--- src/rtl/alu_req_arbiter_pkg.sv ---
`default_nettype none
// +------------------------------------------------------------------+
// | alu_req_arbiter_pkg : shared constants and types for the arbiter |
// | Rev 1.0                                                          |
// +------------------------------------------------------------------+
package alu_req_arbiter_pkg;

   localparam logic ALU_OP_ADD = 1'b0;
   localparam logic ALU_OP_SUB = 1'b1;

   localparam int RESULT_W = 5;
   localparam int OPND_W   = 2;

   localparam logic [1:0] ST_IDLE = 2'd0;
   localparam logic [1:0] ST_EXEC = 2'd1;
   localparam logic [1:0] ST_RESP = 2'd2;

   typedef struct packed {
      logic [OPND_W-1:0] a;
      logic [OPND_W-1:0] b;
      logic              op;
      logic              id;
   } cmd_t;

endpackage
`default_nettype wire

--- src/rtl/alu_req_arbiter_alu.sv ---
`default_nettype none
// +------------------------------------------------------------------+
// | ALU_4A_2B : result = (4*A +/- 2*B) mod 32                         |
// | Rev 1.0                                                          |
// +------------------------------------------------------------------+
module ALU_4A_2B
   import alu_req_arbiter_pkg::*;
(
   input  logic [OPND_W-1:0]   a,
   input  logic [OPND_W-1:0]   b,
   input  logic                op,
   output logic [RESULT_W-1:0] p
);

   logic [RESULT_W-1:0] w_a4;
   logic [RESULT_W-1:0] w_b2;

   assign w_a4 = {1'b0, a, 2'b00};
   assign w_b2 = {2'b00, b, 1'b0};

   // Subtraction wraps modulo 32, matching two's-complement of 2*B.
   assign p = (op == ALU_OP_SUB) ? (w_a4 - w_b2) : (w_a4 + w_b2);

endmodule
`default_nettype wire

--- src/rtl/alu_req_arbiter_pick2.sv ---
`default_nettype none
// +------------------------------------------------------------------+
// | alu_rr_pick2 : two-way round-robin grant selection               |
// | Rev 1.0                                                          |
// +------------------------------------------------------------------+
module alu_rr_pick2 (
   input  logic rr_ptr,
   input  logic valid0,
   input  logic valid1,
   output logic grant,
   output logic grant_any
);

   always_comb begin
      grant = 1'b0;
      if (rr_ptr) begin
         grant = valid1 ? 1'b1 : ~valid0;
      end else begin
         grant = ~valid0 & valid1;
      end
   end

   assign grant_any = valid0 | valid1;

endmodule
`default_nettype wire

--- src/rtl/alu_req_arbiter.sv ---
`default_nettype none
// +------------------------------------------------------------------+
// | alu_req_arbiter : two requesters sharing one ALU_4A_2B datapath  |
// | Rev 1.0                                                          |
// +------------------------------------------------------------------+
module alu_req_arbiter
   import alu_req_arbiter_pkg::*;
#(
   parameter int LAT   = 2,
   parameter int CNT_W = 8
) (
   input  logic                clk,
   input  logic                reset,
   input  logic                req0_valid,
   output logic                req0_ready,
   input  logic [OPND_W-1:0]   req0_a,
   input  logic [OPND_W-1:0]   req0_b,
   input  logic                req0_op,
   input  logic                req1_valid,
   output logic                req1_ready,
   input  logic [OPND_W-1:0]   req1_a,
   input  logic [OPND_W-1:0]   req1_b,
   input  logic                req1_op,
   output logic                rsp_valid,
   input  logic                rsp_ready,
   output logic                rsp_id,
   output logic [RESULT_W-1:0] rsp_data,
   output logic                busy,
   output logic [CNT_W-1:0]    done_cnt
);

   localparam int              WAIT_W    = (LAT > 1) ? $clog2(LAT) : 1;
   localparam logic [WAIT_W-1:0] WAIT_LOAD = WAIT_W'(LAT - 1);

   logic [1:0]          r_state;
   logic                r_rr_ptr;
   logic [WAIT_W-1:0]   r_wait_cnt;
   cmd_t                r_cmd;
   cmd_t                w_cmd_in;
   logic                w_grant;
   logic                w_grant_any;
   logic                w_idle;
   logic [RESULT_W-1:0] w_alu_p;

   alu_rr_pick2 u_pick (
      .rr_ptr    (r_rr_ptr),
      .valid0    (req0_valid),
      .valid1    (req1_valid),
      .grant     (w_grant),
      .grant_any (w_grant_any)
   );

   ALU_4A_2B u_alu (
      .a  (r_cmd.a),
      .b  (r_cmd.b),
      .op (r_cmd.op),
      .p  (w_alu_p)
   );

   assign w_idle     = (r_state == ST_IDLE);
   assign req0_ready = w_idle & ~w_grant & req0_valid;
   assign req1_ready = w_idle &  w_grant & req1_valid;
   assign busy       = ~w_idle;

   always_comb begin
      w_cmd_in = '0;
      if (w_grant) begin
         w_cmd_in = '{a: req1_a, b: req1_b, op: req1_op, id: 1'b1};
      end else begin
         w_cmd_in = '{a: req0_a, b: req0_b, op: req0_op, id: 1'b0};
      end
   end

   always_ff @(posedge clk) begin
      if (reset) begin
         r_state    <= ST_IDLE;
         r_rr_ptr   <= 1'b0;
         r_wait_cnt <= '0;
         r_cmd      <= '0;
         rsp_valid  <= 1'b0;
         rsp_id     <= 1'b0;
         rsp_data   <= '0;
         done_cnt   <= '0;
      end else begin
         case (r_state)
            ST_IDLE: begin
               if (w_grant_any) begin
                  r_cmd      <= w_cmd_in;
                  r_wait_cnt <= WAIT_LOAD;
                  r_state    <= ST_EXEC;
               end
            end
            ST_EXEC: begin
               if (r_wait_cnt == '0) begin
                  rsp_data  <= w_alu_p;
                  rsp_id    <= r_cmd.id;
                  rsp_valid <= 1'b1;
                  r_state   <= ST_RESP;
               end else begin
                  r_wait_cnt <= r_wait_cnt - 1'b1;
               end
            end
            ST_RESP: begin
               // Pointer moves to the other requester so a waiting loser goes next.
               if (rsp_ready) begin
                  rsp_valid <= 1'b0;
                  done_cnt  <= done_cnt + 1'b1;
                  r_rr_ptr  <= ~rsp_id;
                  r_state   <= ST_IDLE;
               end
            end
            default: begin
               r_state <= ST_IDLE;
            end
         endcase
      end
   end

endmodule
`default_nettype wire
--- config.mk ---
export PLATFORM = sky130hd
export DESIGN_NAME = alu_req_arbiter
export DESIGN_NICKNAME = d
export VERILOG_FILES = /design/src/rtl/alu_req_arbiter_pkg.sv /design/src/rtl/alu_req_arbiter_alu.sv /design/src/rtl/alu_req_arbiter_pick2.sv /design/src/rtl/alu_req_arbiter.sv
export SDC_FILE = /design/constraint.sdc
export NUM_CORES = 1
export LEC_CHECK = 0
export CAP_MARGIN = 20
export CORE_MARGIN = 4
export CORE_UTILIZATION = 47
export CTS_CLUSTER_SIZE = 10
export DETAILED_ROUTE_END_ITERATION = 10
export GPL_TIMING_DRIVEN = 0
export PLACE_DENSITY = 0.8
export SLEW_MARGIN = 10
export SYNTH_ARGS = -nofsm -noshare
export SYNTH_HDL_FRONTEND = slang
export SYNTH_SLANG_ARGS = --single-unit
--- constraint.sdc ---
create_clock -name clk -period 2.5 [get_ports clk]
set_clock_uncertainty 0.2 [all_clocks]
set_input_delay 0.375 -clock clk [delete_from_list [all_inputs] [get_ports clk]]
set_output_delay 0.375 -clock clk [all_outputs]
set_load 0.03 [all_outputs]
### After elaboration in Yosys (flattened, before gate mapping)

Cells that the tools add are included.

| storage, ports and cells | value |
|---|---|
| output and inout port bits | 18 |
| flip-flop bits (word level) | 25 |
| logic and storage cells | 54 |
| input bits | 15 |

| operators by class | value |
|---|---|
| $add $sub $neg | 4 |
| reductions and logical operators | 9 |
| eq/ne operators | 5 |
| mux-type cells | 14 |
| bitwise operators | 11 |

Operators by type and width:

| kind | count |
|---|---|
| $add 8x1->8 const B | 1 |
| $reduce_and 2->1 | 4 |
| $mux 1 | 6 |
| $mux 2 | 3 |
| $mux 6 | 1 |
| $pmux 2 s3 | 1 |
| $reduce_and 3->1 | 2 |
| $add 4x3->5 | 1 |
| $and 1x1->1 | 5 |
| $mux 5 | 1 |
| $not 1->1 | 5 |
| $sub 4x3->5 | 1 |
| $ne 2x2->1 const B | 2 |
| $pmux 1 s2 | 2 |
| $reduce_bool 2->1 | 2 |
| $eq 2x1->1 const B | 1 |
| $eq 2x2->1 const B | 1 |
| $logic_not 2->1 | 1 |
| $ne 2x1->1 const B | 1 |
| $or 1x1->1 | 1 |
| $sub 1x1->1 const B | 1 |

### Depth between registers and ports, before layout

| depth | value |
|---|---|
| depth after elaboration | 6 |
| depth in mapped cells | 6 |
| mapped depth without buffers | 5 |

### Cells and area by module

A second synthesis with hierarchy kept.

| unflattened totals | value |
|---|---|
| cells, all modules | 130 |
| area, all modules | 1183.6 µm² |

Modules (own cells, without submodules):

| module | sequential area each (µm²) | area each (µm²) | instances | cells an instance |
|---|---|---|---|---|
| alu_req_arbiter | 500.5 | 1028.5 | 1 | 109 |
| ALU_4A_2B | 0.0 | 136.4 | 1 | 17 |
| alu_rr_pick2 | 0.0 | 18.8 | 1 | 4 |

### Least setup slack after synthesis

Ideal clock, no wire load.

| timing | value |
|---|---|
| path kind | flip-flop to output port |
| start point | register r_state[1] |
| end point | output port req0_ready |
| required time | 1925 ps |
| buffers on the path | 1 |
| stages on the path, launching flop included | 4 |
| data arrival time | 1380 ps |
| path slack | 545 ps |
| cell sequence | dfxtp_1 -> buf_6 -> or3b_2 -> a21oi_1 |

| between the ends | value |
|---|---|
| word-level cells in the longest chain between the ends | 3 |

Ends and longest elaborated chain:

| item | line | RTL |
|---|---|---|
| from (decl) | alu_req_arbiter.sv:35 | `logic [1:0] r_state;` |
| from (signal assigned) | alu_req_arbiter.sv:76 | `r_state <= ST_IDLE;` |
| from (signal assigned) | alu_req_arbiter.sv:90 | `r_state <= ST_EXEC;` |
| from (signal assigned) | alu_req_arbiter.sv:98 | `r_state <= ST_RESP;` |
| $logic_not 2->1 | alu_req_arbiter.sv:60 | `assign w_idle = (r_state == ST_IDLE);` |
| $and 1x1->1 (2 in a row) | alu_req_arbiter.sv:61 | `assign req0_ready = w_idle & ~w_grant & req0_valid;` |
| to (decl) | alu_req_arbiter.sv:15 | `output logic req0_ready,` |

No other way between the ends.

### Final worst setup path

| timing | value |
|---|---|
| start point | register r_state[1] |
| end point | output port busy |

| between the ends | value |
|---|---|
| word-level cells in the longest chain between the ends | 2 |

Ends and longest elaborated chain:

| item | line | RTL |
|---|---|---|
| $logic_not 2->1 | alu_req_arbiter.sv:60 |  |
| $not 1->1 | alu_req_arbiter.sv:63 | `assign busy = ~w_idle;` |
| to (decl) | alu_req_arbiter.sv:28 | `output logic busy,` |

No other way between the ends.

==> impl_metrics.env <==
export IMPL_drt_total_wl_um=2800
export IMPL_path_clk_slew_ns=0.13
export IMPL_critPathLaunchType="flop"
export IMPL_synth_net_count=154
export IMPL_hold_buffers=0
export IMPL_finalHoldViolCount=0
export IMPL_cts_tree="yes"
export IMPL_cp_arrival_ns=1.77
export IMPL_portBuffers=30
export IMPL_pre_cts_slack_ns=-0.413
export IMPL_gp_congestion=0.770
export IMPL_fin_tns_setup_ns=0
export IMPL_vias=1120
export IMPL_wl_per_cell_um=14.3
export IMPL_rsz0062_at_grt="false"
export IMPL_areaGrowthSynthToFinish_pct=29.9
export IMPL_layout_commonest_cell="clkdlybuf4s50_1"
export IMPL_status="completed"
export IMPL_coreArea_um2=2480
export IMPL_max_slew_margin_rel=0.672
export IMPL_setup_violations_final=0
export IMPL_p_leak_nw=0.617
export IMPL_post_cts_buffers=0
export IMPL_min_path_type="flop to flop"
export IMPL_drive_gt1_frac=0.0964
export IMPL_ys_seq_area_frac=0.395
export IMPL_drv_slew=0
export IMPL_nets=188
export IMPL_gr_total_overflow=0
export IMPL_dr_pass1_iters=4
export IMPL_floorplan_initialDensity=0.491
export IMPL_critPathKind="flop to output pin"
export IMPL_grt_max_degree=13
export IMPL_synth_seq_cells=24
export IMPL_netlist_area_um2=1220
export IMPL_grt_first_pass_wirelength_um=4760
export IMPL_die_area_um2=3470
export IMPL_fp_row_count=18
export IMPL_layout_setup_ws_ns=0.153
export IMPL_placed_area_um2=1560
export IMPL_ctsResizeCount=5
export IMPL_root_buffer="clkbuf_4"
export IMPL_cts_htree_levels=1
export IMPL_antenna_found_initial=0
export IMPL_power_per_cell_area_nw_per_um2=535
export IMPL_cts_buffers=3
export IMPL_synth_avg_cell_area_um2=9.09
export IMPL_cp_max_fo=10
export IMPL_fin_crit_sh=0.939
export IMPL_worstSetupEndpointType="output pin"
export IMPL_diodes=0
export IMPL_avgViaCountPerCell=5.71
export IMPL_post_dp_hpwl_um=2160
export IMPL_clock_sinks=24
export IMPL_drt_initial_drc_count=23
export IMPL_vdd_drop_max_v=0.000304
export IMPL_netlist_instances=134
export IMPL_synth_cell_types=37
export IMPL_hold_slack_ns=0.269
export IMPL_worst_pin_slew_ns=0.480
export IMPL_finalCriticalPeriod_ns=2.35
export IMPL_drv_cap=0
export IMPL_worstSkewPairLatency_ns=0.31
export IMPL_drc_errors=0
export IMPL_chipWidth_um=58.9
export IMPL_crit_required_ns=1.92
export IMPL_die_h_um=58.9
export IMPL_cts_buffer_depth=2
export IMPL_grt_use_total=0.172
export IMPL_layout_common_cells="27 x clkdlybuf4s50_1, 24 x dfxtp_1, 18 x a21oi_1"
export IMPL_max_freq_ghz=0.426
export IMPL_ant_nets=0
export IMPL_ios=33
export IMPL_finalInstanceArea_um2=1580
export IMPL_n_fill_cell=233
export IMPL_first_global_vias=1069
export IMPL_ys_warn_count=0
## routing by layer
layer / global-route usage / share of wire / vias up / routed length [µm]
met3: 0.0373 / 0.073 / 5 / 205
met4: 0.0647 / 0.0096 / 0 / 27
li1: - / - / 560 / -
met5: 0 / 0 / - / 0
met1: 0.209 / 0.44 / 511 / 1230
met2: 0.297 / 0.48 / 44 / 1340
## layout make-up
type / count / area [µm²] / share of cell area
Buffer: 9 / 67.6 / 0.0427
Tap cell: 30 / 37.5 / 0.0237
Multi-Input combinational cell: 91 / 637 / 0.403
Inverter: 9 / 33.8 / 0.0214
Clock buffer: 3 / 22.5 / 0.0142
Sequential cell: 24 / 480 / 0.304
Timing Repair Buffer: 30 / 303 / 0.191
## critical path, cell delays in order, from the launching register on
cell and delay (ns):
dfxtp_1 0.33, buf_6 0.13, nor2_4 0.22, inv_2 0.06
buf_6 0.13, clkdlybuf4s50_1 0.59
## state kept, by name (all words and copies together), names as in the netlist
signal	flops
done_cnt	8
r_cmd	6
r_rr_ptr	1
r_state	2
r_wait_cnt	1
rsp_data	4
rsp_id	1
rsp_valid	1
## synth_stat cells (all sizes together)
master,n,area (µm²)
or2,2,12.5
nor2b,1,6.26
xnor2,1,8.76
or3,3,20.0
a211o,1,8.76
and3,1,6.26
nand4b,1,8.76
clkbuf,5,18.8
nor2,9,36.3
nand4,2,12.5
conb,1,3.75
xor2,2,17.5
dfxtp,24,480
o31ai,2,15.0
o21ai,4,20.0
nand3b,3,35.0
a21oi,18,90.1
ha,4,50.1
a221oi,1,8.76
nand2,6,22.5
or4,3,22.5
fa,1,20.0
nand2b,1,6.26
a32oi,1,8.76
or3b,2,17.5
nand3,1,5.00
buf,5,52.6
mux2i,5,50.1
a2111oi,10,87.6
inv,9,33.8
nor4,5,31.3
## worst paths after layout
kind	start	end	slack (ns)	depth (start not counted)
max	r_state[1]	busy	0.15	5
min	rsp_data[3]	rsp_data[3]	0.27	2
max reg2reg	r_cmd[3]	rsp_data[4]	0.65	5
min reg2reg	rsp_data[3]	rsp_data[3]	0.27	2
## per-stage QoR
stage               power (W)  utilization  cells
floorplan            0.000595            -    134
global placement     0.000669        0.628    194
detailed placement   0.000683        0.628    194
CTS                  0.000846        0.639    197
global route         0.000890        0.638    196
finish               0.000845        0.638    196
## report_power, final
| group | total, W | switching, W | internal [W] |
|---|---|---|---|
| clock network | 0.000170 | 0.000114 | 0.0000563 |
| logic | 0.000237 | 0.000125 | 0.000112 |
| registers | 0.000439 | 0.0000287 | 0.000410 |
## cells by family (layout without fill, tap and decap cells)
group | after synthesis | in the layout | share of synthesized area
other cells | 1 | 1 | 0.00308
compound gates | 37 | 37 | 0.196
flops | 24 | 24 | 0.395
xor+xnor | 3 | 3 | 0.0216
mux | 5 | 5 | 0.0411
buf+inv | 19 | 51 | 0.0863
simple gates | 40 | 40 | 0.199
fa+ha+maj | 5 | 5 | 0.0576
No activity file was read; power rests on OpenSTA's default activity.
